### src/rtl/mem_port_arbiter.sv
// mem_port_arbiter - shares one single-ported memory between instruction fetch and data access
//
// Ports:
//   clk, rst_n                 clock (rising edge), asynchronous active-low reset
//   halt                       blocks new fetch grants
//   if_req/if_addr             fetch request (level) and address
//   if_valid/if_rdata          one-cycle fetch completion pulse and registered instruction
//   dm_req/dm_we/dm_addr/dm_wdata  data request (level), store flag, address, store data
//   dm_valid/dm_rdata          one-cycle data completion pulse and registered load data
//   mem_en/mem_we/mem_addr/mem_wdata/mem_rdata  memory side, one strobe per transaction
//   stall_if/stall_mem         requester waiting for its completion pulse
//   busy                       a transaction is in flight
module mem_port_arbiter #(
    parameter int DATA_W     = 16,
    parameter int ADDR_W     = 9,
    parameter int MEM_LAT    = 1,
    parameter int STARVE_MAX = 3
) (
    input  logic              clk,
    input  logic              rst_n,
    input  logic              halt,
    input  logic              if_req,
    input  logic [ADDR_W-1:0] if_addr,
    output logic              if_valid,
    output logic [DATA_W-1:0] if_rdata,
    input  logic              dm_req,
    input  logic              dm_we,
    input  logic [ADDR_W-1:0] dm_addr,
    input  logic [DATA_W-1:0] dm_wdata,
    output logic              dm_valid,
    output logic [DATA_W-1:0] dm_rdata,
    output logic              mem_en,
    output logic              mem_we,
    output logic [ADDR_W-1:0] mem_addr,
    output logic [DATA_W-1:0] mem_wdata,
    input  logic [DATA_W-1:0] mem_rdata,
    output logic              stall_if,
    output logic              stall_mem,
    output logic              busy
);

    localparam int LAT_W = (MEM_LAT < 1) ? 1 : $clog2(MEM_LAT + 1);
    localparam int STV_W = (STARVE_MAX < 1) ? 1 : $clog2(STARVE_MAX + 1);

    localparam logic [1:0] S_IDLE   = 2'd0;
    localparam logic [1:0] S_ACCESS = 2'd1;
    localparam logic [1:0] S_WAIT   = 2'd2;
    localparam logic [1:0] S_DONE   = 2'd3;

    logic [1:0]       state;
    logic             owner_dm;
    logic             we_q;
    logic [LAT_W-1:0] lat_cnt;
    logic [STV_W-1:0] starve_cnt;

    logic if_want;
    logic starve_hit;
    logic grant_dm;
    logic grant_if;

    // Data wins unless fetch has already been passed over STARVE_MAX times in a row.
    assign if_want    = if_req && !halt;
    assign starve_hit = (starve_cnt == STV_W'(STARVE_MAX));
    assign grant_dm   = dm_req && !(if_want && starve_hit);
    assign grant_if   = !grant_dm && if_want;

    always_ff @(posedge clk or negedge rst_n) begin
        if (!rst_n) begin
            state      <= S_IDLE;
            owner_dm   <= 1'b0;
            we_q       <= 1'b0;
            lat_cnt    <= '0;
            starve_cnt <= '0;
            mem_addr   <= '0;
            mem_wdata  <= '0;
            if_rdata   <= '0;
            dm_rdata   <= '0;
        end else begin
            case (state)
                S_IDLE: begin
                    if (grant_dm) begin
                        owner_dm  <= 1'b1;
                        we_q      <= dm_we;
                        mem_addr  <= dm_addr;
                        mem_wdata <= dm_wdata;
                        state     <= S_ACCESS;
                        // A DM grant with fetch waiting implies the cap was not hit,
                        // so the increment cannot overflow.
                        if (if_want) begin
                            starve_cnt <= starve_cnt + 1'b1;
                        end else begin
                            starve_cnt <= '0;
                        end
                    end else if (grant_if) begin
                        owner_dm   <= 1'b0;
                        we_q       <= 1'b0;
                        mem_addr   <= if_addr;
                        state      <= S_ACCESS;
                        starve_cnt <= '0;
                    end else begin
                        starve_cnt <= '0;
                    end
                end
                S_ACCESS: begin
                    lat_cnt <= LAT_W'(1);
                    state   <= S_WAIT;
                end
                S_WAIT: begin
                    if (lat_cnt == LAT_W'(MEM_LAT)) begin
                        if (!owner_dm) begin
                            if_rdata <= mem_rdata;
                        end else if (!we_q) begin
                            dm_rdata <= mem_rdata;
                        end
                        state <= S_DONE;
                    end else begin
                        lat_cnt <= lat_cnt + 1'b1;
                    end
                end
                default: begin
                    state <= S_IDLE;
                end
            endcase
        end
    end

    assign mem_en    = (state == S_ACCESS);
    assign mem_we    = mem_en && we_q;
    assign if_valid  = (state == S_DONE) && !owner_dm;
    assign dm_valid  = (state == S_DONE) && owner_dm;
    assign busy      = (state != S_IDLE);
    assign stall_if  = rst_n && if_req && !if_valid;
    assign stall_mem = rst_n && dm_req && !dm_valid;

endmodule

### config.mk
export PLATFORM = sky130hd
export DESIGN_NAME = mem_port_arbiter
export DESIGN_NICKNAME = d
export VERILOG_FILES = /design/src/rtl/mem_port_arbiter.sv
export SDC_FILE = /design/constraint.sdc
export NUM_CORES = 1
export LEC_CHECK = 0
export CAP_MARGIN = 10
export CORE_ASPECT_RATIO = 0.75
export CORE_MARGIN = 2
export CORE_UTILIZATION = 46
export DETAILED_ROUTE_END_ITERATION = 12
export GPL_TIMING_DRIVEN = 0
export PLACE_DENSITY_LB_ADDON = 0.08
export SYNTH_ARGS = -nofsm -noshare
export SYNTH_HDL_FRONTEND = slang
export SYNTH_SLANG_ARGS = --single-unit
### constraint.sdc
create_clock -name clk -period 3.95 [get_ports clk]
set_input_delay 0.395 -clock clk [delete_from_list [all_inputs] [get_ports clk]]
set_output_delay 0.395 -clock clk [all_outputs]
set_load 0.005 [all_outputs]
==> reports/qor.csv <==
stage,metric,value,unit
outcome,outcome,completed,
yosys,ys async rst share,1.00,
yosys,"Top FF cell, synth",dfrtp_1,
timing,Setup Skew,0.0100,ns
grt,first-pass GRT wire length,10400,um
power_and_ir_drop,Leakage,1.96,nW
detailed_routing,vias post-DR,2083,
yosys,Synth Warn #,0,
floorplanning,Die X,95.5,um
clock_tree,"Hold-fix buffers, CTS",0,
cells_and_area,share of cells above drive strength 1,0.270,
grt,gr usage total,0.199,
cells_and_area,most frequent cells in the layout,"clkdlybuf4s50_1 (118), dfrtp_1 (64), mux2_4 (28)",
cells_and_area,"commonest non-fill, non-tap cell in the layout",clkdlybuf4s50_1,
power_and_ir_drop,"Power, Total",3.40,mW
timing,Slew Limit Fails,0,
timing,Final Hold Viols,0,
worst_setup_path,Critical Path RT,3.56,ns
worst_setup_path,crit-path cells,clkdlybuf4s50_1 > clkbuf_1 > nand2_1 > nor2_1 > clkdlybuf4s50_1,
power_and_ir_drop,Peak supply drop,0.445,mV
worst_setup_path,CP endpoint kind,primary output,
timing,Final period util,0.623,
yosys,sequential share of the synthesized area,0.554,
grt,vias in the first global route,2135,
worst_setup_path,Worst Setup SP,dm_req,
timing,RSZ-0062 raised after global routing,false,
detailed_routing,Initial DRC Count,66,
clock_tree,post_cts resized,0,
worst_setup_path,CP Max Fanout,10,
detailed_routing,Final ANT Viol Nets,0,
flow_run,Max Cap Viol,0,
cells_and_area,Nets,389,
worst_setup_path,register-to-register setup slack,2.24,ns
detailed_routing,1st-pass router iterations,4,
yosys,synthesized area,2890,um2
yosys,Post-synth EDFFs,0,
worst_setup_path,r2r endpoint,if_rdata[2],
clock_tree,clock sink count,64,
yosys,syn_nets,259,
worst_setup_path,arrival time at the worst endpoint,2.07,ns
timing,fin crit period,2.46,ns
yosys,Yosys top cell area share,0.554,
floorplanning,Core Region,5950,um2
hold_path,worst hold path type,in2async,
timing,setup tns final,0,ns
worst_setup_path,Crit path buffers/inverters,3,
place,dpl hpwl,4610,um
worst_setup_path,critical path class,in2out,
clock_tree,Skew-Pair Late Insertion Delay,0.33,ns
clock_tree,clk slew on worst S/H paths,0.07,ns
clock_tree,CTS max path bufs,2,
worst_setup_path,Top delay family on crit path,buffers and inverters,
yosys,Post-Syn Area per Cell,14.6,um2
yosys,Synth area leader,dfrtp_1,
cells_and_area,Area Growth Syn to Fin,52.5,%
clock_tree,Clock H-tree levels,3,
detailed_routing,WL/cell,15.9,um
yosys,ranking of synthesized cells by area,"dfrtp_1 (55%), mux2_4 (15%), mux2_2 (8.6%), o221a_2 (3.1%), a2bb2oi_1 (2.4%)",
worst_setup_path,crit start category,input pin,
detailed_routing,drc violations,0,
yosys,Mapped Cells,198,
clock_tree,TritonCTS clock tree,built,
floorplanning,Die Span Y,72.6,um
detailed_routing,Post-Route WL,6520,um
cells_and_area,# diodes,0,
clock_tree,Setup Buffers After CTS,0,
floorplanning,I/O pin total,120,
floorplanning,Rows,24,
worst_setup_path,"Slowest-stage cell, CP",clkdlybuf4s50_1,
clock_tree,TritonCTS buffer count,9,
timing,worst-margin pin slew,0.814,ns
yosys,Cell variety after synth,32,
grt,global route overflow,0,
clock_tree,CTS Root Cell,clkbuf_8,
grt,antenna violations before repair,0,
detailed_routing,average vias per placed instance,5.07,
yosys,Yosys reg bits,64,
power_and_ir_drop,P per Cell Area,771,nW/um2
timing,setup violators final,0,
floorplanning,initial core utilization,0.486,
worst_setup_path,Worst Setup EP,stall_mem,
cells_and_area,final core utilization,0.741,
timing,Rel. slew slack,0.457,
grt,largest net degree at the start of global routing,67,
worst_setup_path,WP depth,5,
place,GPL Wtd Cong,0.775,
timing,Max Clock Freq,406,MHz
worst_setup_path,most frequent CP cell,clkdlybuf4s50_1,
worst_setup_path,Worst path max stage delay,0.57,ns
worst_setup_path,worst r2r path cells,5,
floorplanning,Die ar.,6940,um2
place,number of port buffers,119,
worst_setup_path,worst flop-to-flop path startpoint,state[0],
Yosys cell counts, drive strengths merged (3+ instances only):
| library cell | count |
|---|---|
| inv | 8 |
| dfrtp | 64 |
| nand2 | 12 |
| clkbuf | 3 |
| ha | 5 |
| o221a | 9 |
| mux2 | 50 |
| buf | 8 |
| a2bb2oi | 9 |
| o21ai | 11 |
metal layers:
metal	share of wire	vias to the layer above	GRT usage
li1	-	975	-
met1	0.47	1023	0.281
met2	0.44	79	0.297
met3	0.079	6	0.0610
met4	0.0060	0	0.0635
met5	0	-	0
cell families after synthesis:
| group | share of synthesized area |
|---|---|
| mux | 0.231 |
| simple gates | 0.0593 |
| buf+inv | 0.0398 |
| compound gates | 0.0935 |
| flops | 0.554 |
| fa+ha+maj | 0.0217 |
layout make-up:
type | instances | area, um2
Sequential cell | 64 | 1600
Multi-Input combinational cell | 115 | 1170
Buffer | 11 | 85.1
Clock inverter | 6 | 92.6
Inverter | 8 | 30.0
Fill cell | 421 | 1540
Clock buffer | 10 | 138
Tap cell | 78 | 97.6
Timing Repair Buffer | 119 | 1190
worst reg2reg max path: stages (launching register included):
cell	delay, ns
dfrtp_1	0.41
inv_1	0.09
ha_1	0.29
nand3_2	0.25
buf_6	0.24
mux2_4	0.31
power by group:
part	internal [mW]	switching, mW	leakage (nW)
Clock	0.374	0.256	0.109
Combinational	1.11	0.485	1.10
Sequential	0.988	0.186	0.746
worst min path at each step:
stage                   from       endpoint  slack (ns)  cells past startpoint
2_1_floorplan          rst_n    dm_rdata[0]         0.1                      0
3_3_place_gp   starve_cnt[1]  starve_cnt[1]        0.48                      2
3_5_place_dp   starve_cnt[1]  starve_cnt[1]        0.48                      2
4_1_cts                rst_n    if_rdata[5]        0.17                      1
5_1_grt                rst_n    if_rdata[5]        0.21                      1
6_report               rst_n   mem_wdata[1]        0.15                      1
flip-flops by register name (all words and copies together), names as in the netlist:
signal / cells
mem_wdata: 16
owner_dm: 1
state: 2
if_rdata: 16
we_q: 1
lat_cnt: 1
starve_cnt: 2
mem_addr: 9
dm_rdata: 16
metrics by stage:
step,setup WS (ns),hold slack (ns),std cells,cell area (um2)
floorplan,2.46,0.0994,198,2890
global placement,-0.329,0.479,395,4180
detailed placement,1.49,0.481,395,4180
CTS,1.49,0.170,411,4410
global route,1.37,0.212,411,4410
finish,1.49,0.153,411,4410
(Power assumes the default switching activity.)
